$ cat config.mk
export PLATFORM = sky130hd
export DESIGN_NAME = spi_controller_flat
export DESIGN_NICKNAME = d
export VERILOG_FILES = /design/src/rtl/spi_controller_if.sv /design/src/rtl/spi_controller.sv /design/src/flat_wrapper.sv
export SDC_FILE = /design/constraint.sdc
export NUM_CORES = 1
export LEC_CHECK = 0
export BUFFER_PORTS_ARGS = -buffer_cell sky130_fd_sc_hd__buf_4
export CAP_MARGIN = 20
export CORE_ASPECT_RATIO = 0.75
export CORE_MARGIN = 4
export CORE_UTILIZATION = 50
export DETAILED_ROUTE_END_ITERATION = 12
export GPL_ROUTABILITY_DRIVEN = 0
export GPL_TIMING_DRIVEN = 1
export PLACE_DENSITY_LB_ADDON = 0.1
export SLEW_MARGIN = 20
export SYNTH_ARGS = -nofsm -noshare
export SYNTH_HDL_FRONTEND = slang
export SYNTH_SLANG_ARGS = --single-unit
$ cat constraint.sdc
create_clock -name clk -period 5.85 [get_ports clk]
set_input_delay 0.2925 -clock clk [delete_from_list [all_inputs] [get_ports clk]]
set_output_delay 0.2925 -clock clk [all_outputs]
set_load 0.02 [all_outputs]
$ cat src/rtl/spi_controller_if.sv
// ============================================================================
// Module      : spi_controller_if
// Description : Request handshake and SPI pin bundle for spi_controller.
// Revision    : 1.0 - initial release
// ============================================================================
`default_nettype none

interface spi_controller_if;
    logic       valid;
    logic       ready;
    logic       wr;
    logic [6:0] addr;
    logic [7:0] data;
    logic       busy;
    logic       done;
    logic       nCS;
    logic       SCLK;
    logic       COPI;

    // Requester side: issues frames and observes the SPI pins
    modport master (
        output valid, wr, addr, data,
        input  ready, busy, done, nCS, SCLK, COPI
    );

    // Controller side
    modport slave (
        input  valid, wr, addr, data,
        output ready, busy, done, nCS, SCLK, COPI
    );
endinterface

`default_nettype wire

$ cat src/rtl/spi_controller.sv
// ============================================================================
// Module      : spi_controller
// Description : 16-bit write-only SPI mode-0 master, {wr, addr[6:0], data[7:0]}.
// Revision    : 1.0 - initial release
// ============================================================================
`default_nettype none

module spi_controller #(
    parameter int unsigned HALF_PERIOD = 4,
    parameter int unsigned CS_SETUP    = 4,
    parameter int unsigned CS_GAP      = 8
) (
    input  logic             clk,
    input  logic             rst,
    spi_controller_if.slave  bus
);

    typedef enum logic [2:0] {
        S_IDLE  = 3'd0,
        S_SETUP = 3'd1,
        S_SHIFT = 3'd2,
        S_HOLD  = 3'd3,
        S_GAP   = 3'd4
    } state_t;

    localparam logic [7:0] c_setup_last = 8'(CS_SETUP - 1);
    localparam logic [7:0] c_half_last  = 8'(HALF_PERIOD - 1);
    localparam logic [7:0] c_gap_last   = 8'(CS_GAP - 1);
    localparam logic [4:0] c_last_bit   = 5'd15;

    state_t      r_state;
    logic [7:0]  r_phase;
    logic [4:0]  r_bit;
    logic [15:0] r_shift;
    logic        r_ncs;
    logic        r_sclk;
    logic        r_copi;
    logic        r_done;

    state_t      w_state_nxt;
    logic [7:0]  w_phase_nxt;
    logic [4:0]  w_bit_nxt;
    logic [15:0] w_shift_nxt;
    logic        w_ncs_nxt;
    logic        w_sclk_nxt;
    logic        w_copi_nxt;
    logic        w_done_nxt;
    logic        w_ready;
    logic        w_handshake;

    assign w_ready     = (r_state == S_IDLE) && !rst;
    assign w_handshake = bus.valid && w_ready;

    always_comb begin
        w_state_nxt = r_state;
        w_phase_nxt = r_phase + 8'd1;
        w_bit_nxt   = r_bit;
        w_shift_nxt = r_shift;
        w_ncs_nxt   = r_ncs;
        w_sclk_nxt  = r_sclk;
        w_copi_nxt  = r_copi;
        w_done_nxt  = 1'b0;

        case (r_state)
            S_IDLE: begin
                w_phase_nxt = 8'd0;
                w_bit_nxt   = 5'd0;
                if (w_handshake) begin
                    w_state_nxt = S_SETUP;
                    w_shift_nxt = {bus.wr, bus.addr, bus.data};
                    w_ncs_nxt   = 1'b0;
                    w_sclk_nxt  = 1'b0;
                    w_copi_nxt  = bus.wr;
                end
            end

            S_SETUP: begin
                if (r_phase == c_setup_last) begin
                    w_state_nxt = S_SHIFT;
                    w_phase_nxt = 8'd0;
                    w_sclk_nxt  = 1'b1;
                end
            end

            S_SHIFT: begin
                if (r_phase == c_half_last) begin
                    w_phase_nxt = 8'd0;
                    if (r_sclk) begin
                        w_sclk_nxt = 1'b0;
                        if (r_bit == c_last_bit) begin
                            w_state_nxt = S_HOLD;
                        end else begin
                            // Next bit is launched on the falling edge so it is
                            // settled for the whole following high phase.
                            w_copi_nxt  = r_shift[14];
                            w_shift_nxt = {r_shift[14:0], 1'b0};
                            w_bit_nxt   = r_bit + 5'd1;
                        end
                    end else begin
                        w_sclk_nxt = 1'b1;
                    end
                end
            end

            S_HOLD: begin
                if (r_phase == c_half_last) begin
                    w_state_nxt = S_GAP;
                    w_phase_nxt = 8'd0;
                    w_ncs_nxt   = 1'b1;
                    w_copi_nxt  = 1'b0;
                    w_done_nxt  = 1'b1;
                end
            end

            S_GAP: begin
                if (r_phase == c_gap_last) begin
                    w_state_nxt = S_IDLE;
                    w_phase_nxt = 8'd0;
                end
            end

            default: begin
                w_state_nxt = S_IDLE;
                w_phase_nxt = 8'd0;
                w_bit_nxt   = 5'd0;
                w_ncs_nxt   = 1'b1;
                w_sclk_nxt  = 1'b0;
                w_copi_nxt  = 1'b0;
            end
        endcase
    end

    always_ff @(posedge clk) begin
        if (rst) begin
            r_state <= S_IDLE;
            r_phase <= 8'd0;
            r_bit   <= 5'd0;
            r_shift <= 16'd0;
            r_ncs   <= 1'b1;
            r_sclk  <= 1'b0;
            r_copi  <= 1'b0;
            r_done  <= 1'b0;
        end else begin
            r_state <= w_state_nxt;
            r_phase <= w_phase_nxt;
            r_bit   <= w_bit_nxt;
            r_shift <= w_shift_nxt;
            r_ncs   <= w_ncs_nxt;
            r_sclk  <= w_sclk_nxt;
            r_copi  <= w_copi_nxt;
            r_done  <= w_done_nxt;
        end
    end

    // Pins come straight from flops; only the handshake status is decoded.
    assign bus.nCS   = r_ncs;
    assign bus.SCLK  = r_sclk;
    assign bus.COPI  = r_copi;
    assign bus.done  = r_done;
    assign bus.ready = w_ready;
    assign bus.busy  = (r_state != S_IDLE);

endmodule

`default_nettype wire

$ cat src/flat_wrapper.sv
// flat-port wrapper written by rule: the top's interface ports become plain ports
module spi_controller_flat 
#(
    parameter int unsigned HALF_PERIOD = 4,
    parameter int unsigned CS_SETUP    = 4,
    parameter int unsigned CS_GAP      = 8
)
  (clk, rst, bus_valid, bus_wr, bus_addr, bus_data, bus_ready, bus_busy, bus_done, bus_nCS, bus_SCLK, bus_COPI);
  spi_controller_if bus_i ();
  input  logic clk;
  input  logic rst;
  input wire logic [$bits(bus_i.valid)-1:0] bus_valid;
  input wire logic [$bits(bus_i.wr)-1:0] bus_wr;
  input wire logic [$bits(bus_i.addr)-1:0] bus_addr;
  input wire logic [$bits(bus_i.data)-1:0] bus_data;
  output wire logic [$bits(bus_i.ready)-1:0] bus_ready;
  output wire logic [$bits(bus_i.busy)-1:0] bus_busy;
  output wire logic [$bits(bus_i.done)-1:0] bus_done;
  output wire logic [$bits(bus_i.nCS)-1:0] bus_nCS;
  output wire logic [$bits(bus_i.SCLK)-1:0] bus_SCLK;
  output wire logic [$bits(bus_i.COPI)-1:0] bus_COPI;
  assign bus_i.valid = bus_valid;
  assign bus_i.wr = bus_wr;
  assign bus_i.addr = bus_addr;
  assign bus_i.data = bus_data;
  assign bus_ready = bus_i.ready;
  assign bus_busy = bus_i.busy;
  assign bus_done = bus_i.done;
  assign bus_nCS = bus_i.nCS;
  assign bus_SCLK = bus_i.SCLK;
  assign bus_COPI = bus_i.COPI;
  spi_controller #(.HALF_PERIOD(HALF_PERIOD), .CS_SETUP(CS_SETUP), .CS_GAP(CS_GAP)) u_core (.clk(clk), .rst(rst), .bus(bus_i));
endmodule
==> run metrics <==
total detailed-routing wirelength 3990 um; synth-to-layout area growth 13.9%; number of H-tree levels 2; aggregate global routing overflow 0; Adder-Cell Fraction of Synth Area 2.60%; n_diodes 0; Fmax between 300 and 400 MHz; area fraction in and, or, nand and nor cells after synthesis between 20% and 30%; total number of vias between 1500 and 2000; Routed WL per cell 14.3 um; total number of clock tree sinks 35; series of cell instances along the critical path or3b_1 -> o31ai_4 -> buf_4 -> nor2_1 -> a211oi_2; Initial Utilization 52.3%; maximum number of pins on one net before global-route repair 30; length of the first detailed-routing pass in iterations 4; CP endpoint kind flop; cell type of the slowest stage on the worst timing path sky130_fd_sc_hd__or3b_1; Met1 Wirelength between 1500 and 2000 um; detailed-routed wire length on met3 roughly 240 um; number of different library cells in the post-synthesis netlist between 40 and 50; number of CTS-inserted buffers 5; clk slew on worst S/H paths ~0.07 ns; netlist area before placement about 1900 sq um; CTS tree done; Gate Count Post-Synth 207; sequential share of the synthesized area a little over a third; category of the critical setup timing path flop to flop; die boundary height just over 60 um; CP startpoint kind flop; primary flip-flop cell chosen by synthesis mapping sky130_fd_sc_hd__dfxtp_1; worst slew slack as a fraction of its limit 25.5%; class of the tightest hold or removal check input port to flop; quantity of I/O buffers inserted on ports 24; total of cells resized after clock tree synthesis 0; HPWL reported at the end of detailed placement approximately 2800 um; worst slew pin tran ~1.1 ns; I/O pin count 25; CORE AREA 3680 sq um; Leakage about 0.93 nW; number of antenna violations at the first check in global routing 0; ratio of cells with drive above 1 in the final layout a little over a quarter; net count of the mapped netlist 230; number of setup buffers added after CTS 0; compound-gate portion of the synthesized area between 15 and 20%; main combinational cell family by area after synthesis simple AND/OR/NAND/NOR gates; run status complete, no violations; dominant delay contributor by cell family on the critical path simple AND/OR/NAND/NOR gates; number of DRC violations after detailed-routing iteration 0 roughly 100; xor and xnor fraction of the mapped netlist area ~3.6%; WL met2 1770 um; number of enable-type register cells in the synthesized netlist 0; Routed Antenna Nets 0; first-pass GRT wire length about 6600 um; final hold violation count 0; Setup violations, final 0; Max rail drop VDD 0.000242 V; area of the die roughly 5000 sq um; clock root buffer sky130_fd_sc_hd__clkbuf_8; endpoint required time on the critical path around 6.0 ns; multi-input combinational cell area about 1100 sq um; number of remaining DRC errors 0; count of buffer and inverter cells on the critical path 1; cell row count 19; top cell type by total area after synthesis sky130_fd_sc_hd__dfxtp_1; arrival time reported for the critical path endpoint around 2.8 ns; #FFs+latches synth 35; number of maximum-capacitance constraint violations 0; Yosys warning count 0; highest net fanout along the worst path 29; number of nets at the end of the flow ~250; proportion of synthesized area in mux cells 8.83%; slowest stage delay, CP 0.85 ns; Clock Skews 0.00987 ns; DR top layer met4; PnR Total Power about 600 uW; total power density per cell area 272 nW/um^2; fillcell total around 330; fin crit period between 2 and 3 ns; share of flip-flops with an asynchronous set or reset after synthesis 0%; top cells by area, synth sky130_fd_sc_hd__dfxtp_1 (36%), sky130_fd_sc_hd__a211oi_2 (9.1%), sky130_fd_sc_hd__mux2i_1 (8.8%); setup tns final 0 ns; Reg area between 700 and 800 sq um; unrepaired setup endpoints after global routing false; number of hold buffers added after CTS 0; share of the clock period used by the worst path about 45%; clk_lat worst skew approximately 0.28 ns; fraction of post-synthesis cell area in the top cell type by area 36.3%; number of global-route vias before repair approximately 1400; number of max-slew violations in the final report 0; GRT Util Overall 17.5%; Mapped Avg Cell Area a little over 9 sq um; horizontal die dimension approximately 80 um; Via density ~5.5; maximum clock path buffer count 2
## Yosys cell counts (2+ instances only)
library cell               instances
sky130_fd_sc_hd__a211oi_2         14
sky130_fd_sc_hd__a21oi_1           4
sky130_fd_sc_hd__a22oi_1           3
sky130_fd_sc_hd__and3_1            2
sky130_fd_sc_hd__buf_2             2
sky130_fd_sc_hd__buf_6             4
sky130_fd_sc_hd__clkbuf_1          8
sky130_fd_sc_hd__dfxtp_1          35
sky130_fd_sc_hd__ha_1              4
sky130_fd_sc_hd__inv_1            10
sky130_fd_sc_hd__mux2i_1          17
sky130_fd_sc_hd__nand2_1           8
sky130_fd_sc_hd__nand2b_1          3
sky130_fd_sc_hd__nand3_1           7
sky130_fd_sc_hd__nand3b_1          2
sky130_fd_sc_hd__nor2_1           39
sky130_fd_sc_hd__nor3_1            2
sky130_fd_sc_hd__nor3_2            2
sky130_fd_sc_hd__nor4_2            3
sky130_fd_sc_hd__o211ai_1          2
sky130_fd_sc_hd__o21a_1            3
sky130_fd_sc_hd__o21ai_0           4
sky130_fd_sc_hd__xnor2_1           4
sky130_fd_sc_hd__xor2_1            4
## state kept, by name, indices dropped and copies added (netlist names)
signal           count
u_core.bus.done      1
u_core.r_shift      15
u_core.bus.SCLK      1
u_core.bus.nCS       1
u_core.bus.COPI      1
u_core.r_state       3
u_core.r_bit         5
u_core.r_phase       8
## metrics by stage
| step | hold WS (ns) | instances | util (%) | instance area, sq um | setup slack, ns |
|---|---|---|---|---|---|
| floorplan | 0.429 | 207 | - | 1930 | 3.97 |
| global placement | 0.442 | 270 | 56.9 | 2100 | 3.48 |
| detailed placement | 0.477 | 270 | 56.9 | 2100 | 3.32 |
| CTS | 0.374 | 278 | 59.6 | 2200 | 3.29 |
| global route | 0.388 | 278 | 59.6 | 2200 | 3.10 |
| finish | 0.379 | 278 | 59.6 | 2200 | 3.24 |
## cell type report
| class | instances | share of cell area [%] |
|---|---|---|
| Multi-Input combinational cell | 148 | 50.3 |
| Clock buffer | 8 | 4.56 |
| Tap cell | 52 | 2.96 |
| Inverter | 10 | 1.71 |
| Timing Repair Buffer | 25 | 8.55 |
| Sequential cell | 35 | 31.9 |
## placed cells by master, fill, tap and decap left out, types with 2 or more instances in the layout
| cell | instances |
|---|---|
| sky130_fd_sc_hd__nand3b_1 | 2 |
| sky130_fd_sc_hd__ha_1 | 4 |
| sky130_fd_sc_hd__xor2_1 | 4 |
| sky130_fd_sc_hd__nor3_2 | 2 |
| sky130_fd_sc_hd__clkbuf_8 | 7 |
| sky130_fd_sc_hd__nor4_2 | 3 |
| sky130_fd_sc_hd__nand2b_1 | 3 |
| sky130_fd_sc_hd__a21oi_1 | 4 |
| sky130_fd_sc_hd__nor3_1 | 2 |
| sky130_fd_sc_hd__o21a_1 | 3 |
| sky130_fd_sc_hd__nor2_1 | 39 |
| sky130_fd_sc_hd__a211oi_2 | 14 |
| sky130_fd_sc_hd__buf_4 | 25 |
| sky130_fd_sc_hd__and3_1 | 2 |
| sky130_fd_sc_hd__dfxtp_1 | 35 |
| sky130_fd_sc_hd__mux2i_1 | 17 |
| sky130_fd_sc_hd__xnor2_1 | 4 |
| sky130_fd_sc_hd__o21ai_0 | 4 |
| sky130_fd_sc_hd__inv_1 | 10 |
| sky130_fd_sc_hd__nand2_1 | 8 |
| sky130_fd_sc_hd__nand3_1 | 7 |
| sky130_fd_sc_hd__o211ai_1 | 2 |
| sky130_fd_sc_hd__a22oi_1 | 3 |
## cell families (layout without fill, tap and decap cells)
logic type / after synthesis / in the layout
XOR/XNOR: 8 / 8
AO/OA/AOI/OAI: 41 / 41
adder cells (fa/ha/maj): 4 / 4
AND/OR/NAND/NOR: 78 / 78
flip-flops: 35 / 35
buffers and inverters: 24 / 43
multiplexers: 17 / 17
## path summary, 6_finish.rpt
kind	start	end	slack (ns)	cells past startpoint
setup / recovery	u_core.r_state[1]	u_core.r_shift[13]	3.24	5
setup reg to reg	u_core.r_state[1]	u_core.r_shift[13]	3.24	5
hold reg to reg	u_core.r_phase[0]	u_core.r_phase[0]	0.48	1
hold / removal	bus_data[0]	u_core.r_shift[0]	0.38	4
## worst register-to-register path: cells and delay by family, from the launching register on
kind,cells,cell delay [ns]
AND/OR/NAND/NOR,2,0.97
AO/OA/AOI/OAI,2,0.59
flip-flops,1,0.58
buffers and inverters,1,0.37
## where the power goes
part	total [mW]	internal (mW)	leakage (nW)	switching (mW)
clock	0.188	0.107	0.0515	0.0803
combinational	0.136	0.0590	0.589	0.0774
sequential	0.273	0.257	0.285	0.0164
total	0.597	0.423	0.926	0.174
## routing by layer
metal  up-vias  global-route usage (%)
met2        40                    27.5
met3         8                    5.62
met4         0                    5.88
li1        766                       -
met5         -                       0
met1       706                    23.1
Power figures use the tool's default switching activity.
